$ cat config.mk
export PLATFORM = sky130hd
export DESIGN_NAME = dmem_lsu_ctrl
export DESIGN_NICKNAME = d
export VERILOG_FILES = /design/src/rtl/dmem_lsu_pkg.sv /design/src/rtl/dmem_lsu_align.sv /design/src/rtl/dmem_lsu_ctrl.sv
export SDC_FILE = /design/constraint.sdc
export NUM_CORES = 1
export LEC_CHECK = 0
export BUFFER_PORTS_ARGS = -buffer_cell sky130_fd_sc_hd__buf_2
export CORE_UTILIZATION = 51
export CTS_BUF_LIST = sky130_fd_sc_hd__clkbuf_8
export DETAILED_ROUTE_END_ITERATION = 10
export HOLD_SLACK_MARGIN = 0.03
export PLACE_DENSITY = 0.84
export SLEW_MARGIN = 15
export SYNTH_ARGS = -nofsm -noshare
export SYNTH_HDL_FRONTEND = slang
export SYNTH_HIERARCHICAL = 1
export SYNTH_SLANG_ARGS = --single-unit
$ cat constraint.sdc
create_clock -name clk -period 7 [get_ports clk]
set_clock_uncertainty 0.2 [all_clocks]
set_input_delay 1.05 -clock clk [delete_from_list [all_inputs] [get_ports clk]]
set_output_delay 1.05 -clock clk [all_outputs]
set_load 0.005 [all_outputs]
$ cat src/rtl/dmem_lsu_pkg.sv
// dmem_lsu_pkg: funct3 codes, controller states and store lane-merge mask
package dmem_lsu_pkg;
  localparam logic [2:0] F3_B = 3'd0, F3_H = 3'd1, F3_W = 3'd2, F3_BU = 3'd4, F3_HU = 3'd5;
  typedef enum logic [1:0] {IDLE, LD_DATA, RMW_WR} state_t;
  function automatic logic [31:0] lane_mask(input logic [2:0] funct3, input logic [1:0] offset);
    return funct3[1:0] == 2'd0 ? 32'h0000_00ff << {offset, 3'b000}
         : funct3[1:0] == 2'd1 ? 32'h0000_ffff << {offset[1], 4'b0000}
         : 32'hffff_ffff;
  endfunction
endpackage

$ cat src/rtl/dmem_lsu_align.sv
// dmem_lsu_align: load byte/half extraction with extension and store lane merge
module dmem_lsu_align import dmem_lsu_pkg::*; (
  input  logic [2:0]  funct3,
  input  logic [1:0]  offset,
  input  logic [31:0] word,
  input  logic [31:0] wdata,
  output logic [31:0] rdata,
  output logic [31:0] merged
);
  logic [15:0] sh;
  logic [31:0] mask, rep;
  always_comb begin
    sh = 16'(word >> {offset, 3'b000});
    rdata = funct3 == F3_B  ? {{24{sh[7]}}, sh[7:0]}
          : funct3 == F3_BU ? {24'b0, sh[7:0]}
          : funct3 == F3_H  ? {{16{sh[15]}}, sh}
          : funct3 == F3_HU ? {16'b0, sh}
          : funct3 == F3_W  ? word
          : 32'b0;
    mask = lane_mask(funct3, offset);
    rep = funct3[1:0] == 2'd0 ? {4{wdata[7:0]}} : funct3[1:0] == 2'd1 ? {2{wdata[15:0]}} : wdata;
    merged = (word & ~mask) | (rep & mask);
  end
endmodule

$ cat src/rtl/dmem_lsu_ctrl.sv
// dmem_lsu_ctrl: load/store controller for a word memory with 1-cycle read.
// Define DMEM_LSU_STATS_EN to add load/store/stall/error counters.
module dmem_lsu_ctrl import dmem_lsu_pkg::*; #(
  parameter int DEPTH_WORDS = 32
) (
  input  logic        clk,
  input  logic        rst_n,
  input  logic        req_valid,
  input  logic        req_we,
  input  logic [2:0]  req_funct3,
  input  logic [31:0] req_addr,
  input  logic [31:0] req_wdata,
  output logic        stall,
  output logic        rsp_valid,
  output logic [31:0] rsp_rdata,
  output logic        rsp_err,
  output logic        mem_r_enable,
  output logic        mem_w_enable,
  output logic [31:0] mem_address,
  output logic [31:0] mem_wr_data,
  input  logic [31:0] mem_re_data
`ifdef DMEM_LSU_STATS_EN
  ,
  output logic [31:0] stat_loads,
  output logic [31:0] stat_stores,
  output logic [31:0] stat_stall_cycles,
  output logic [31:0] stat_errors
`endif
);
  state_t state, state_nx;
  logic [2:0]  l_f3;
  logic [1:0]  l_off;
  logic [29:0] l_idx;
  logic [31:0] l_wdata, ld_data, st_data;
  logic        f3_bad, size_bad, range_bad, err;
  dmem_lsu_align u_align (
    .funct3(l_f3), .offset(l_off), .word(mem_re_data), .wdata(l_wdata),
    .rdata(ld_data), .merged(st_data)
  );
  always_comb begin
    f3_bad = req_we ? req_funct3 > F3_W : req_funct3 == 3'd3 || req_funct3[2:1] == 2'b11;
    size_bad = req_funct3[1:0] == 2'd1 ? req_addr[0] : req_funct3[1:0] == 2'd2 ? |req_addr[1:0] : 1'b0;
    range_bad = {2'b0, req_addr[31:2]} >= 32'(DEPTH_WORDS);
    err = f3_bad | size_bad | range_bad;
    state_nx = state;
    stall = 1'b0;
    rsp_valid = 1'b0;
    rsp_rdata = 32'b0;
    rsp_err = 1'b0;
    mem_r_enable = 1'b0;
    mem_w_enable = 1'b0;
    mem_address = 32'b0;
    mem_wr_data = 32'b0;
    if (!rst_n) begin
      state_nx = IDLE;
    end else if (state == IDLE) begin
      if (req_valid && err) begin
        rsp_valid = 1'b1;
        rsp_err = 1'b1;
      end else if (req_valid && req_we && req_funct3 == F3_W) begin
        mem_w_enable = 1'b1;
        mem_address = {2'b0, req_addr[31:2]};
        mem_wr_data = req_wdata;
        rsp_valid = 1'b1;
      end else if (req_valid) begin
        mem_r_enable = 1'b1;
        mem_address = {2'b0, req_addr[31:2]};
        stall = 1'b1;
        state_nx = req_we ? RMW_WR : LD_DATA;
      end
    end else if (state == LD_DATA) begin
      rsp_valid = 1'b1;
      rsp_rdata = ld_data;
      state_nx = IDLE;
    end else if (state == RMW_WR) begin
      mem_w_enable = 1'b1;
      mem_address = {2'b0, l_idx};
      mem_wr_data = st_data;
      rsp_valid = 1'b1;
      state_nx = IDLE;
    end else begin
      state_nx = IDLE;
    end
  end
  always_ff @(posedge clk)
    if (!rst_n) state <= IDLE;
    else state <= state_nx;
  // the second cycle works only from this copy, so the core may drop its request
  always_ff @(posedge clk)
    if (mem_r_enable) begin
      l_f3 <= req_funct3;
      l_off <= req_addr[1:0];
      l_idx <= req_addr[31:2];
      l_wdata <= req_wdata;
    end
`ifdef DMEM_LSU_STATS_EN
  always_ff @(posedge clk)
    if (!rst_n) begin
      stat_loads <= 32'b0;
      stat_stores <= 32'b0;
      stat_stall_cycles <= 32'b0;
      stat_errors <= 32'b0;
    end else begin
      stat_loads <= stat_loads + 32'(rsp_valid && !rsp_err && state == LD_DATA);
      stat_stores <= stat_stores + 32'(rsp_valid && !rsp_err && state != LD_DATA);
      stat_stall_cycles <= stat_stall_cycles + 32'(stall);
      stat_errors <= stat_errors + 32'(rsp_err);
    end
`endif
endmodule

==> results of run 1 <==
-- metal layers --
layer	vias to the layer above	track usage, %
met4	0	13.04
met2	270	49.16
li1	2299	-
met5	-	0
met1	2291	40.26
met3	41	4.438
-- per-stage QoR --
step	power (mW)	util (%)	instance area, sq um	worst slack [ns]	instances
2_1_floorplan	0.4792	-	4987	0.7332	540
3_3_place_gp	0.5263	63.51	5952	2.529	826
3_5_place_dp	0.5283	63.51	5952	2.296	826
4_1_cts	0.9328	66.19	6203	1.884	842
5_1_grt	0.9577	66.25	6208	1.936	842
6_report	0.9308	66.25	6208	2.254	842
-- power by group --
part	leakage [nW]	total, mW	switching, mW	internal, mW
Clock	0.126	0.410	0.167	0.242
Combinational	1.96	0.0694	0.0390	0.0305
Sequential	0.618	0.452	0.000000000904	0.452
-- flip-flops by register name, indices dropped and copies added (netlist names) --
name / count
l_wdata: 32
l_f3: 3
l_idx: 30
state: 2
l_off: 2
-- critical path, delay by kind of cell (launching register included) --
kind	cells	cell delay, ns
AOI/OAI and AO/OA	2	0.86
adders and majority gates	1	0.53
DFF	1	0.37
buffers and inverters	2	0.20
and+or+nand+nor	2	1.16
-- logic make-up after synthesis --
| group | Yosys count | synth area share [%] |
|---|---|---|
| multiplexers | 37 | 7.833 |
| adder cells (fa/ha/maj) | 3 | 0.7533 |
| flip-flops | 69 | 41.18 |
| buffers and inverters | 58 | 5.724 |
| AND/OR/NAND/NOR | 233 | 24.58 |
| AO/OA/AOI/OAI | 138 | 19.86 |
| other | 1 | 0.07525 |
-- worst max path at each step --
| stage | from | endpoint | depth (start not counted) |
|---|---|---|---|
| floorplan | req_addr[11] | stall | 6 |
| global placement | state[0] | mem_wr_data[18] | 7 |
| detailed placement | state[1] | mem_wr_data[15] | 7 |
| CTS | state[1] | mem_wr_data[15] | 7 |
| global route | state[0] | mem_wr_data[14] | 7 |
| finish | state[0] | mem_wr_data[13] | 7 |
-- cell usage in the layout, fill, tap and decap left out, types with 3 or more instances in the layout --
cell type	instances
buf_2	201
nand2_1	51
nor2_1	50
a31oi_1	8
and2_1	58
o21ai_0	25
a32o_1	8
nor3_1	9
a22oi_1	11
nand4_1	3
or2_2	33
nand2b_1	4
mux2i_1	21
clkbuf_8	9
buf_4	5
inv_1	8
nor4_1	5
nor2b_1	6
o211ai_1	30
bufinv_16	3
edfxtp_1	67
a21o_1	17
mux2_2	16
o221ai_1	5
ha_1	3
a311oi_1	4
a21oi_1	12
a211oi_1	3
-- layout make-up --
class                           instances  area (sq um)  area share, %
Clock buffer                            9         123.9          1.995
Clock inverter                          7         127.6          2.056
Inverter                                9         33.78         0.5441
Multi-Input combinational cell        413          2666          42.95
Sequential cell                        69          2052          33.05
Tap cell                              129         161.4          2.600
Timing Repair Buffer                  206          1044          16.81
==> flow_summary_export.csv, run 1 <==
group,metric,value,unit
outcome,outcome,"completed",
power_and_ir_drop,pwr_density_cell,149.9,nW/um^2
final_layout,layout-drive-gt1-share,39.83,%
grt,groute.usage.overall,30.20,%
worst_setup_path,rr_worst_depth,6,
power_and_ir_drop,vdd_ir_drop_max,0.1129,mV
worst_hold_path,whs_endpoint,"state[1]",
yosys,synth_cell_types,53,
yosys,ys_seq_area_share,41.17,%
worst_hold_path,min_from,"state[1]",
final_layout,antenna_cells,0,
floorplan,start_util,53.18,%
clock_network,clock_latency,0.35,ns
clock_network,cts_tree,"built",
worst_setup_path,cp_slowest_cell,"and4bb_1",
drt,drt.antenna.violating_nets,0,
sta,rsz0062_at_grt,"false",
sta,setup_violations,0,
drt,viasPerCell,5.821,
sta,layout_min_cycle_time,4.746,ns
clock_network,cts_num_sinks,69,
yosys,synth-seq-cells,69,
floorplan,num_rows,35,
drt,routed_wl,15390,microns
floorplan,dieHeight,100.9,microns
drt,wire_per_inst,18.28,microns
yosys,synth_top_area_share,40.37,%
worst_setup_path,crit_path_cell_trace,"inv_1, ha_1, and4bb_1, a31o_2, o211ai_1, nor2_1, buf_2",
yosys,synthArstFlopShare,0,%
worst_setup_path,cp_data_required_time,5.75,ns
yosys,synth_cells,539,
clock_network,ctsRootBufferMaster,"clkbuf_8",
sta,worstMarginPinSlew,1.100,ns
sta,finalCritPeriodShare,67.81,%
grt,grt_pass1_vias,4615,
worst_setup_path,startpoint_type,"register",
job,maxCapViolations,0,
worst_hold_path,whs_path_depth,2,
worst_setup_path,rrSetupSlack,3.59,ns
sta,finalHoldViolCount,0,
placement,dp_hpwl,11350,microns
final_layout,n_fill_cell,804,
grt,gr-total-overflow,0,
sta,hold_ws,0.3056,ns
worst_setup_path,cpPeakStageDelay,1.02,ns
yosys,synth_edf_count,67,
sta,fmax,210.7,MHz
sta,slew_headroom,26.66,%
worst_setup_path,arrival,3.50,ns
worst_setup_path,reg2reg_from,"state[1]",
floorplan,die_area,10170,sq um
yosys,ys.flop_type,"edfxtp_1",
drt,wl_met1,6332,microns
sta,fin_setup_tns,0,ns
worst_setup_path,crit_path_max_fanout,36,
drt,drt_pass1_iterations,5,
grt,antenna_found_initial,0,
clock_network,cts.clk_slew.worst_paths,0.08,ns
drt,met3_length,1128,microns
placement,port_buffers,201,
floorplan,coreArea,9371,sq um
drt,wl_met2,7452,microns
worst_hold_path,hold_class,"register to register",
clock_network,h-tree-depth,3,
worst_setup_path,worstReg2RegEnd,"l_wdata[25]",
grt,grt_max_degree,49,
grt,grt_pass1_wl,23430,microns
floorplan,io_pins,204,
yosys,synth_area_leaders,"edfxtp_1, and2_1, o211ai_1",
final_layout,final_net_count,814,
yosys,yosysMostFrequentCell,"edfxtp_1",
worst_setup_path,critPathCaptureType,"output port",
yosys,yosys_warnings,6,
worst_setup_path,worst-setup-path-type,"register to output port",
clock_network,hold_buffers,0,
drt,drc,0,
drt,topRoutingLayerUsed,"met4",
clock_network,post_cts_buffers,0,
yosys,avgSynthCellArea,9.246,sq um
placement,gp_congestion,0.9047,
floorplan,die_w,100.9,microns
drt,drt_iter0_drc,402,
power_and_ir_drop,leakage,2.702,nW
drt,vias,4901,
clock_network,clockBufferDepth,2,
yosys,synth_top_cell_by_area,"edfxtp_1",
yosys,ys_top_cells_by_count,"edfxtp_1, and2_1, nand2_1",
clock_network,post_cts_resized,0,
yosys,synth_area,4984,sq um
sta,drv_slew,0,
final_layout,syn_to_final_growth,24.58,%
clock_network,numCtsBuffers,9,
Note: power is estimated with default switching activity, not from simulation.
==> run 2: changes to the inputs <==
- ABC_AREA: not set -> 1
- CORE_UTILIZATION: 51 -> 46
- PLACE_DENSITY: 0.84 -> 0.79
- clock period: 7 -> 4.13 ns (I/O delays scaled with it)
==> run 2 against run 1 <==
Effect of this change:
- critical path type unchanged
- area after synthesis is 7.2% higher
- setup slack lost 1.6 ns
- final area increased by 5.1%
- first-iteration DRC count is 86% higher
- routed wire length increased by 7.5%
- sequential power up 69%
- die area grew 18%
- cell count rose by 29%
- register-to-register slack got worse by 1.8 ns
- sequential share of layout area decreased by 1.6 points
- clock power grew 48%
==> flow_summary_export.csv, run 2 <==
group,metric,value,unit
power_and_ir_drop,pwr_density_cell,232.5,nW/um^2
placement,gp_congestion,0.9672,
sta,finalHoldViolCount,0,
sta,finalCritPeriodShare,83.22,%
clock_network,post_cts_resized,0,
yosys,yosys_warnings,6,
final_layout,multi_input_area,2685,sq um
grt,met3_usage,3.438,%
grt,grtUsageMet1,39.26,%
floorplan,die_area,12050,sq um
power_and_ir_drop,sw_frac_of_total,23.60,%
yosys,ys_top_cells_by_count,"nand2_1, nor2_1, inv_1",
grt,grt_pass1_wl,25250,microns
clock_network,ctsRootBufferMaster,"clkbuf_8",
power_and_ir_drop,comb_power_share,9.7,%
yosys,ys.flop_type,"edfxtp_1",
clock_network,clock_latency,0.34,ns
sta,drv_slew,0,
yosys,synth_area_leaders,"edfxtp_1, nand2_1, nor2_1",
final_layout,largest_reg_flops,32,
clock_network,hold_buffers,0,
grt,grt_max_degree,87,
worst_setup_path,critPathCaptureType,"output port",
final_layout,largestRegisters,"l_wdata x32, l_idx x30, l_f3 x3",
yosys,synth_top_area_share,37.65,%
placement,dp_hpwl,12500,microns
final_layout,syn_to_final_growth,22.15,%
grt,gr-total-overflow,0,
worst_setup_path,cp_data_required_time,3.31,ns
drt,drt_pass1_iterations,6,
drt,routed_wl,16540,microns
final_layout,layout-drive-gt1-share,30.36,%
floorplan,num_rows,38,
drt,wire_per_inst,15.29,microns
yosys,ys_seq_area_share,38.40,%
final_layout,final_net_count,1044,
power_and_ir_drop,power.switching,358.2,uW
power_and_ir_drop,pwr-share-clk,39.9,%
worst_hold_path,hold_class,"input pin to register",
worst_setup_path,worst-setup-path-type,"register to output port",
worst_setup_path,rrSetupSlack,1.75,ns
clock_network,cts_num_sinks,69,
drt,drt_iter0_drc,748,
clock_network,numCtsBuffers,9,
floorplan,start_util,48.24,%
sta,slew_headroom,47.17,%
grt,groute.usage.overall,27.37,%
final_layout,regMostFlops,"l_wdata",
drt,drc,0,
power_and_ir_drop,pwr-share-seq,50.5,%
clock_network,clockBufferDepth,2,
clock_network,post_cts_buffers,0,
worst_setup_path,arrival,2.62,ns
worst_setup_path,crit_path_max_fanout,20,
floorplan,coreArea,11080,sq um
yosys,synth_cell_types,31,
drt,vias,5790,
outcome,outcome,"completed",
sta,rsz0062_at_grt,"false",
drt,viasPerCell,5.351,
floorplan,io_pins,204,
final_layout,antenna_cells,0,
power_and_ir_drop,vdd_ir_drop_max,0.1639,mV
sta,setup_violations,0,
worst_setup_path,startpoint_type,"register",
yosys,synthArstFlopShare,0,%
yosys,yosysMostFrequentCell,"nand2_1",
power_and_ir_drop,p_int,1.159,mW
clock_network,h-tree-depth,3,
yosys,synth_edf_count,67,
final_layout,n_fill_cell,1103,
grt,grt_pass1_vias,4989,
sta,worstMarginPinSlew,0.7925,ns
drt,drt.antenna.violating_nets,0,
floorplan,die_w,109.8,microns
grt,top_usage_layer,"met2",
final_layout,fin_util,58.92,%
final_layout,layout_commonest_cell,"buf_2",
job,maxCapViolations,0,
yosys,synth_top_cell_by_area,"edfxtp_1",
clock_network,cts.clk_slew.worst_paths,0.08,ns
sta,fin_setup_tns,0,ns
final_layout,ff_latch_area,2052,sq um
yosys,synth_cells,767,
grt,antenna_found_initial,0,
clock_network,cts_tree,"built",
grt,use_met2,41.83,%
final_layout,mostFrequentLayoutCells,"buf_2, nand2_1, nor2_1",
placement,port_buffers,201,
yosys,synth-seq-cells,69,
floorplan,dieHeight,109.8,microns
sta,fmax,291.0,MHz
power_and_ir_drop,leakage,3.075,nW
yosys,avgSynthCellArea,6.967,sq um
sta,layout_min_cycle_time,3.437,ns
yosys,synth_area,5344,sq um
[run 2: changes by cell type after synthesis, sizes merged, moves of 16 or more]
cell    delta
a21oi     +29
a21o      -17
o211ai    -29
or2       -33
nand3     +58
mux2i     -21
and2      -58
nand2    +144
inv       +76
o21ai     +62
nor2      +86
mux2      -16
[run 2: routing by layer]
layer,up-vias,routed length [microns]
li1,2852,-
met5,-,0
met1,2554,7123
met2,340,7353
met3,44,1607
met4,0,458
[run 2: worst paths after layout]
check | start | end | cells after the start
setup / recovery | l_f3[1] | mem_wr_data[8] | 10
hold / removal | req_addr[13] | l_idx[11] | 1
setup reg to reg | state[0] | l_wdata[1] | 5
hold reg to reg | state[1] | state[1] | 2
[run 2: worst max-delay path, stage by stage, from the launching register on]
cell and delay, ns:
edfxtp_1 0.37, buf_4 0.22, inv_1 0.20, buf_4 0.27, nand3_2 0.29, a31oi_1 0.24
nand2_1 0.07, a21oi_1 0.21, o21ai_0 0.16, nor2_2 0.13, buf_2 0.11
[run 2: cells by family (layout without fill, tap and decap cells)]
family / Yosys count / after routing / synth area share, %
compound gates: 154 / 154 / 15.31
simple gates: 405 / 405 / 33.90
fa+ha+maj: 3 / 3 / 0.7025
other cells: 1 / 2 / 0.07017
flops: 69 / 69 / 38.40
buf+inv: 135 / 309 / 11.61
[run 2: power groups by stage]
stage	Combinational (mW)	Clock, mW	Sequential (mW)
floorplan	0.0593	0	0.782
detailed placement	0.143	0	0.782
global placement	0.143	0	0.782
finish	0.147	0.605	0.766
global route	0.160	0.638	0.766
CTS	0.144	0.614	0.766
[run 2: cell type report]
class | instances | share of cell area [%]
clock buffer | 9 | 1.898
multi-input combinational | 564 | 41.13
inverter | 84 | 4.869
tap | 140 | 2.684
sequential | 69 | 31.44
timing repair buffer | 210 | 16.64
clock inverter | 6 | 1.342
[run 2: through the flow]
stage | cell area [sq um] | std cells | total power, mW | worst slack (ns) | hold slack (ns)
after floorplan | 5355 | 768 | 0.8415 | 0.7394 | 0.2579
after global placement | 6316 | 1067 | 0.9249 | 1.139 | 0.2783
after CTS | 6528 | 1082 | 1.524 | 0.7386 | 0.2427
after global routing | 6528 | 1082 | 1.564 | 0.4916 | 0.2476
after detailed placement | 6316 | 1067 | 0.9252 | 1.119 | 0.2911
final | 6528 | 1082 | 1.518 | 0.6932 | 0.2563
